**config.mk**
```make
export PLATFORM = sky130hd
export DESIGN_NAME = mips_multicycle
export DESIGN_NICKNAME = d
export VERILOG_FILES = /design/src/rtl/mips_multicycle.sv
export SDC_FILE = /design/constraint.sdc
export NUM_CORES = 2
export LEC_CHECK = 0
export BUFFER_PORTS_ARGS = -buffer_cell sky130_fd_sc_hd__buf_2
export CAP_MARGIN = 20
export CORE_MARGIN = 5
export CORE_UTILIZATION = 40
export CTS_CLUSTER_SIZE = 24
export DETAILED_ROUTE_END_ITERATION = 12
export PLACE_DENSITY = 0.67
export SKIP_CTS_REPAIR_TIMING = 1
export SYNTH_ARGS = -nofsm -noshare
export SYNTH_HDL_FRONTEND = slang
export SYNTH_SLANG_ARGS = --single-unit
```
**constraint.sdc**
```tcl
create_clock -name clk -period 10 [get_ports clk]
set_clock_uncertainty 0.05 [all_clocks]
set_input_delay 0 -clock clk [delete_from_list [all_inputs] [get_ports clk]]
set_output_delay 0 -clock clk [all_outputs]
set_load 0.1 [all_outputs]
```
**src/rtl/mips_multicycle.sv**
```systemverilog
`default_nettype none
// ============================================================================
// Module   : mips_multicycle
// Brief    : Multi-cycle 32-bit MIPS subset core (ADD/SUB/AND/OR/SLT, ADDI,
//            LW/SW, BEQ/BNE, J, HALT) sequenced by an explicit FSM, with one
//            shared request/ready memory port that tolerates any wait state.
// Revision : 1.0 - initial release
// ============================================================================
module mips_multicycle #(
    parameter logic [31:0] RESET_PC        = 32'h0000_0000,
    parameter bit          HALT_ON_ILLEGAL = 1'b1,
    parameter int unsigned MEM_TIMEOUT     = 0
) (
    input  logic        clk,
    input  logic        reset,
    output logic        mem_req,
    output logic        mem_we,
    output logic [31:0] mem_addr,
    output logic [31:0] mem_wdata,
    input  logic [31:0] mem_rdata,
    input  logic        mem_ready,
    output logic [31:0] pc,
    output logic [31:0] retired,
    output logic        halted,
    output logic        illegal,
    output logic        bus_err,
    input  logic [4:0]  dbg_sel,
    output logic [31:0] dbg_data
);

    localparam logic [2:0] c_ST_IDLE   = 3'd0;
    localparam logic [2:0] c_ST_FETCH  = 3'd1;
    localparam logic [2:0] c_ST_DECODE = 3'd2;
    localparam logic [2:0] c_ST_EXEC   = 3'd3;
    localparam logic [2:0] c_ST_MEM    = 3'd4;
    localparam logic [2:0] c_ST_WB     = 3'd5;
    localparam logic [2:0] c_ST_HALT   = 3'd6;

    localparam logic [5:0] c_OP_RTYPE = 6'h00;
    localparam logic [5:0] c_OP_J     = 6'h02;
    localparam logic [5:0] c_OP_BEQ   = 6'h04;
    localparam logic [5:0] c_OP_BNE   = 6'h05;
    localparam logic [5:0] c_OP_ADDI  = 6'h08;
    localparam logic [5:0] c_OP_LW    = 6'h23;
    localparam logic [5:0] c_OP_SW    = 6'h2B;
    localparam logic [5:0] c_OP_HALT  = 6'h3F;

    localparam logic [5:0] c_FN_ADD = 6'h20;
    localparam logic [5:0] c_FN_SUB = 6'h22;
    localparam logic [5:0] c_FN_AND = 6'h24;
    localparam logic [5:0] c_FN_OR  = 6'h25;
    localparam logic [5:0] c_FN_SLT = 6'h2A;

    localparam bit          c_TO_EN   = (MEM_TIMEOUT != 0);
    localparam logic [31:0] c_TO_LAST = 32'(MEM_TIMEOUT) - 32'd1;

    logic [2:0]  r_state;
    logic [2:0]  w_state_nxt;
    logic [31:0] r_pc;
    logic [31:0] r_ir;
    logic [31:0] r_a;
    logic [31:0] r_b;
    logic [31:0] r_imm;
    logic [31:0] r_addr;
    logic [31:0] r_wbdata;
    logic [4:0]  r_dst;
    logic [31:0] r_retired;
    logic [31:0] r_tcnt;
    logic        r_illegal;
    logic        r_bus_err;
    logic [31:0] r_regs [32];

    logic [5:0]  w_op;
    logic [5:0]  w_funct;
    logic [4:0]  w_rs;
    logic [4:0]  w_rt;
    logic [4:0]  w_rd;
    logic        w_fn_ok;
    logic        w_taken;
    logic        w_xfer;
    logic        w_timeout;
    logic [31:0] w_alu;
    logic        w_retire;
    logic        w_set_ill;
    logic        w_set_bus;
    logic        w_pc_load;
    logic [31:0] w_pc_tgt;
    logic        w_bad;

    assign w_op    = r_ir[31:26];
    assign w_rs    = r_ir[25:21];
    assign w_rt    = r_ir[20:16];
    assign w_rd    = r_ir[15:11];
    assign w_funct = r_ir[5:0];

    assign w_fn_ok = (w_funct == c_FN_ADD) || (w_funct == c_FN_SUB) ||
                     (w_funct == c_FN_AND) || (w_funct == c_FN_OR)  ||
                     (w_funct == c_FN_SLT);
    assign w_taken = (w_op == c_OP_BEQ) ? (r_a == r_b) : (r_a != r_b);

    // Memory port is a pure function of state so addr/we/wdata never move mid-request
    assign mem_req   = (r_state == c_ST_FETCH) || (r_state == c_ST_MEM);
    assign mem_we    = (r_state == c_ST_MEM) && (w_op == c_OP_SW);
    assign mem_addr  = (r_state == c_ST_MEM) ? r_addr : r_pc;
    assign mem_wdata = mem_we ? r_b : 32'd0;

    assign w_xfer    = mem_req && mem_ready;
    assign w_timeout = c_TO_EN && mem_req && !mem_ready && (r_tcnt == c_TO_LAST);

    assign pc       = r_pc;
    assign retired  = r_retired;
    assign halted   = (r_state == c_ST_HALT);
    assign illegal  = r_illegal;
    assign bus_err  = r_bus_err;
    assign dbg_data = (dbg_sel == 5'd0) ? 32'd0 : r_regs[dbg_sel];

    // ALU: immediate add by default (ADDI and LW/SW address), R-type by funct
    always_comb begin
        w_alu = r_a + r_imm;
        if (w_op == c_OP_RTYPE) begin
            case (w_funct)
                c_FN_SUB: w_alu = r_a - r_b;
                c_FN_AND: w_alu = r_a & r_b;
                c_FN_OR:  w_alu = r_a | r_b;
                c_FN_SLT: w_alu = {31'd0, ($signed(r_a) < $signed(r_b))};
                default:  w_alu = r_a + r_b;
            endcase
        end
    end

    // State register
    always_ff @(posedge clk) begin
        if (reset) begin
            r_state <= c_ST_IDLE;
        end else begin
            r_state <= w_state_nxt;
        end
    end

    // Next-state, retire and halt-cause decisions
    always_comb begin
        w_state_nxt = r_state;
        w_retire    = 1'b0;
        w_set_ill   = 1'b0;
        w_set_bus   = 1'b0;
        w_pc_load   = 1'b0;
        w_pc_tgt    = r_pc;
        w_bad       = 1'b0;
        case (r_state)
            c_ST_IDLE: w_state_nxt = c_ST_FETCH;
            c_ST_FETCH: begin
                if (w_timeout) begin
                    w_state_nxt = c_ST_HALT;
                    w_set_bus   = 1'b1;
                end else if (w_xfer) begin
                    w_state_nxt = c_ST_DECODE;
                end
            end
            c_ST_DECODE: w_state_nxt = c_ST_EXEC;
            c_ST_EXEC: begin
                case (w_op)
                    c_OP_RTYPE: begin
                        if (w_fn_ok) begin
                            w_state_nxt = c_ST_WB;
                        end else begin
                            w_bad = 1'b1;
                        end
                    end
                    c_OP_ADDI: w_state_nxt = c_ST_WB;
                    c_OP_LW, c_OP_SW: w_state_nxt = c_ST_MEM;
                    c_OP_BEQ, c_OP_BNE: begin
                        w_retire    = 1'b1;
                        w_state_nxt = c_ST_FETCH;
                        if (w_taken) begin
                            w_pc_load = 1'b1;
                            w_pc_tgt  = r_pc + (r_imm << 2);
                        end
                    end
                    c_OP_J: begin
                        w_retire    = 1'b1;
                        w_state_nxt = c_ST_FETCH;
                        w_pc_load   = 1'b1;
                        w_pc_tgt    = {r_pc[31:28], r_ir[25:0], 2'b00};
                    end
                    c_OP_HALT: begin
                        w_retire    = 1'b1;
                        w_state_nxt = c_ST_HALT;
                    end
                    default: w_bad = 1'b1;
                endcase
                if (w_bad) begin
                    if (HALT_ON_ILLEGAL) begin
                        w_state_nxt = c_ST_HALT;
                        w_set_ill   = 1'b1;
                    end else begin
                        w_retire    = 1'b1;
                        w_state_nxt = c_ST_FETCH;
                    end
                end
            end
            c_ST_MEM: begin
                if (w_timeout) begin
                    w_state_nxt = c_ST_HALT;
                    w_set_bus   = 1'b1;
                end else if (w_xfer) begin
                    if (w_op == c_OP_SW) begin
                        w_retire    = 1'b1;
                        w_state_nxt = c_ST_FETCH;
                    end else begin
                        w_state_nxt = c_ST_WB;
                    end
                end
            end
            c_ST_WB: begin
                w_retire    = 1'b1;
                w_state_nxt = c_ST_FETCH;
            end
            c_ST_HALT: w_state_nxt = c_ST_HALT;
            default:   w_state_nxt = c_ST_IDLE;
        endcase
    end

    // Datapath registers: IR/PC, operand latches, results, counters, halt causes
    always_ff @(posedge clk) begin
        if (reset) begin
            r_pc      <= RESET_PC;
            r_ir      <= 32'd0;
            r_a       <= 32'd0;
            r_b       <= 32'd0;
            r_imm     <= 32'd0;
            r_addr    <= 32'd0;
            r_wbdata  <= 32'd0;
            r_dst     <= 5'd0;
            r_retired <= 32'd0;
            r_tcnt    <= 32'd0;
            r_illegal <= 1'b0;
            r_bus_err <= 1'b0;
        end else begin
            if (w_xfer) begin
                r_tcnt <= 32'd0;
            end else if (mem_req) begin
                r_tcnt <= r_tcnt + 32'd1;
            end
            if (w_retire) begin
                r_retired <= r_retired + 32'd1;
            end
            if (w_set_ill) begin
                r_illegal <= 1'b1;
            end
            if (w_set_bus) begin
                r_bus_err <= 1'b1;
            end
            case (r_state)
                c_ST_FETCH: begin
                    if (w_xfer) begin
                        r_ir <= mem_rdata;
                        r_pc <= r_pc + 32'd4;
                    end
                end
                c_ST_DECODE: begin
                    r_a   <= r_regs[w_rs];
                    r_b   <= r_regs[w_rt];
                    r_imm <= {{16{r_ir[15]}}, r_ir[15:0]};
                end
                c_ST_EXEC: begin
                    r_wbdata <= w_alu;
                    r_addr   <= w_alu;
                    r_dst    <= (w_op == c_OP_RTYPE) ? w_rd : w_rt;
                    if (w_pc_load) begin
                        r_pc <= w_pc_tgt;
                    end
                end
                c_ST_MEM: begin
                    if (w_xfer) begin
                        r_wbdata <= mem_rdata;
                    end
                end
                default: ;
            endcase
        end
    end

    // Register file: write-back only, register 0 is never written
    always_ff @(posedge clk) begin
        if (reset) begin
            for (int i = 0; i < 32; i++) begin
                r_regs[i] <= 32'd0;
            end
        end else if ((r_state == c_ST_WB) && (r_dst != 5'd0)) begin
            r_regs[r_dst] <= r_wbdata;
        end
    end

endmodule
`default_nettype wire

```
==> results_dict.tcl <==
set metrics [dict create \
    htree_num_levels 4 \
    crit_chain "inv_1 > ha_1 > nor4_1 > nand3_1 > nor4_2 > xnor2_1 > o21ai_2 > o221ai_2 > buf_4 > nor2_4 > nand2_1 > a21oi_1 > dlygate4sd3_1" \
    yosys_most_used_dff "edfxtp_1" \
    fill_cells 17780 \
    grt_max_degree 136 \
    cts_tree "done" \
    p_int_uw 10000 \
    net-switching-power_uw 4270 \
    clk_pin_slew_ns 0.06 \
    post-dp-hpwl_um 185000 \
    critPathLaunch "r_a[22]" \
    synthDistinctLibCells 106 \
    fraction_of_layout_instances_using_a_drive_strength_above_1_pct 25.7 \
    post_drt_via_cell_ratio 6.71 \
    yosys.area.top_type "edfxtp_1" \
    synth.yosys.seq_area_share_pct 44.0 \
    firstDrtPassIters 6 \
    clkPwrFrac_pct 37.8 \
    timing.critical_path.required_ns 10.72 \
    area.growth.synth_to_final_pct 12.0 \
    cp_max_fo 37 \
    post-route-period-util_pct 52.5 \
    numPortBuffers 201 \
    synth-warning-count 0 \
    detail_route.wirelength_um 314000 \
    timing_max_transition_violations_final 0 \
    hold_viol_final 2 \
    synth_top_cell_area_share_pct 37.9 \
    start_util_pct 40.2 \
    min_period_ns 5.25 \
    cts_max_path_buffers 3 \
    min_from "mem_rdata[13]" \
    r2r-end "r_ir[19]" \
    power.sequential.fraction_pct 42.9 \
    r2r-start "r_a[22]" \
    die-area_sq_um 212000 \
    global_route.overflow_total 0 \
    max-cap-violations 0 \
    drt_first_iter_violations 10758 \
    cts-root-buf "clkbuf_16" \
    failed_checks "hold timing" \
    combPwrFrac_pct 19.3 \
    core_area_sq_um 202000 \
    worst_path_max_delay_cell "nor4_1" \
    worst_case_hold_slack_ns -0.0199 \
    swShare_pct 29.9 \
    timing.hold.worst.class "primary input to flop" \
    outcome "finished with violations" \
    timing.setup.critical_path_class "flop to flop" \
    fin_util_pct 45.0 \
    antenna_found_initial 37 \
    timing.critical_path.to "r_ir[19]" \
    clk-insertion-delay-late_ns 0.83 \
    grt_pass1_vias 58481 \
    grt_first_pass_wirelength_um 438000 \
    worstRegToRegCells 13 \
    power-per-cell-area_nw_per_um2 157 \
    unrepaired_setup_endpoints_after_global_routing "false" \
    ys_ff_latch 1271 \
    worst_setup_path_end_kind "flop" \
    yosysMostFrequentCell "and2_1" \
    max_freq_ghz 0.190 \
    max_slew_margin_pct 19.2 \
    synth.top_cells.by_area "edfxtp_1, mux4_2, and2_1, dfxtp_1, ha_1" \
    reg2reg_slack_ns 4.75 \
    lkg_pwr_uw 0.0313 \
    routabilityCongestion 0.958 \
    max-vdd-ir-drop_v 0.000154 \
    fin_tns_setup_ns 0 \
    worst_ep_arrival_time_ns 5.97 \
    wl_per_cell_um 34.5 \
    rows 165 \
    drc_errors 0 \
    synthArstFlopShare_pct 0 \
    dp_cells 8743 \
    global_route.usage.total_pct 28.9 \
    finish.net_count 6497 \
    synth-edff-count 1024 \
    worstMarginPinSlew_ns 1.18 \
    worstSetupStartpointType "flop" \
    clkSinkCount 1271 \
    die_width_um 460 \
    ioPinCount 205 \
    finish.cell_count_without_fillers 9105 \
    synth.avg_cell_area_sq_um 12.9 \
    synthesis.area_sq_um 81100 \
    postSynthCellCount 6301 \
    detail-route-antenna-nets 0 \
    critical-path-max-stage-delay_ns 0.88 \
    floorplan.die.height_um 460 \
    final-setup-viol-count 0 \
    netlist_top_cells_count "and2_1, edfxtp_1, mux4_2, clkbuf_1, nor2_1" \
    cts_made_buffers 142 \
    number_of_vias_in_the_routed_layout 61103 \
]
[layer usage]
layer,up-vias,track usage [%],wire [um]
met4,12,15.2,18100
met3,1029,10.2,46700
met1,30789,36.6,109000
met5,-,0.276,80
li1,24261,-,-
met2,5012,43.5,140000
[through the flow]
step	instance area (sq um)	hold slack (ns)	total power [uW]	setup slack, ns
final	90800	-0.0199	14300	4.75
after global routing	90800	0.00277	14600	4.61
after CTS	89800	-0.663	14200	5.36
after detailed placement	85100	0.211	8870	5.37
after global placement	85100	0.222	8840	5.38
after floorplan	81300	0.0860	7950	5.98
[final cells by class]
cell class / instances / area, sq um / share of cell area, %
inverters: 127 / 479 / 0.528
diodes: 21 / 52.6 / 0.0578
flip-flops and latches: 1271 / 35700 / 39.3
multi-input cells: 4328 / 43300 / 47.7
clock inverters: 78 / 811 / 0.893
clock buffers: 183 / 3850 / 4.24
well taps: 2672 / 3340 / 3.68
repair buffers: 425 / 3250 / 3.58
[cells in the final DEF, fill, tap and decap left out, types with 58 or more instances in the layout]
cell type | netlist | final
a211oi_1 | 122 | 122
a21oi_1 | 250 | 249
and2_1 | 1039 | 1037
buf_2 | 52 | 195
buf_4 | 6 | 138
clkbuf_16 | 0 | 147
dfxtp_1 | 247 | 236
dlygate4sd3_1 | 0 | 66
edfxtp_1 | 1024 | 1024
ha_1 | 158 | 158
inv_1 | 124 | 124
mux2i_1 | 104 | 104
mux4_2 | 960 | 960
nand2_1 | 367 | 366
nand3_1 | 59 | 58
nor2_1 | 375 | 342
o21ai_0 | 183 | 152
[power by group through the flow]
stage                     sequential, uW  combinational, uW  clock [uW]
after floorplan                     6140               1810           0
after global placement              6230               2610           0
after detailed placement            6250               2610           0
after CTS                           6140               2620        5430
after global routing                6150               2840        5630
final                               6140               2750        5400
[kinds of logic after synthesis]
| logic type | count (synthesis) | synth area share [%] |
|---|---|---|
| simple gates | 2077 | 13.8 |
| flops | 1271 | 44.0 |
| mux | 1065 | 27.9 |
| compound gates | 904 | 7.31 |
| buf+inv | 736 | 3.54 |
| fa+ha+maj | 162 | 2.54 |
| xor+xnor | 85 | 0.918 |
| other cells | 1 | 0.00462 |
[sequential cells by signal, indices dropped and copies added, names as in the netlist]
signal and count:
illegal 1, pc 30, r_a 32, r_addr 32, r_b 32, r_dst 5, r_imm 16, r_ir 32
r_regs 1024, r_state 3, r_wbdata 32, retired 32
[worst max-delay path, delay by kind of cell, from the launching register on]
kind | cells | cell delay (ns)
adder cells (fa/ha/maj) | 1 | 0.50
AND/OR/NAND/NOR | 5 | 2.56
XOR/XNOR | 1 | 0.22
AO/OA/AOI/OAI | 3 | 0.55
buffers and inverters | 3 | 0.89
flip-flops | 1 | 0.41
[how the worst min path moves through the flow]
| stage | end | slack (ns) | depth (start not counted) |
|---|---|---|---|
| 3_3_place_gp | r_ir[22] | 0.22 | 3 |
| 5_1_grt | r_ir[8] | 0.003 | 4 |
| 2_1_floorplan | r_ir[10] | 0.09 | 2 |
| 4_1_cts | r_ir[30] | -0.66 | 3 |
| 3_5_place_dp | r_ir[22] | 0.21 | 3 |
| 6_report | r_ir[13] | -0.02 | 4 |
Note: power is estimated with default switching activity, not from simulation.
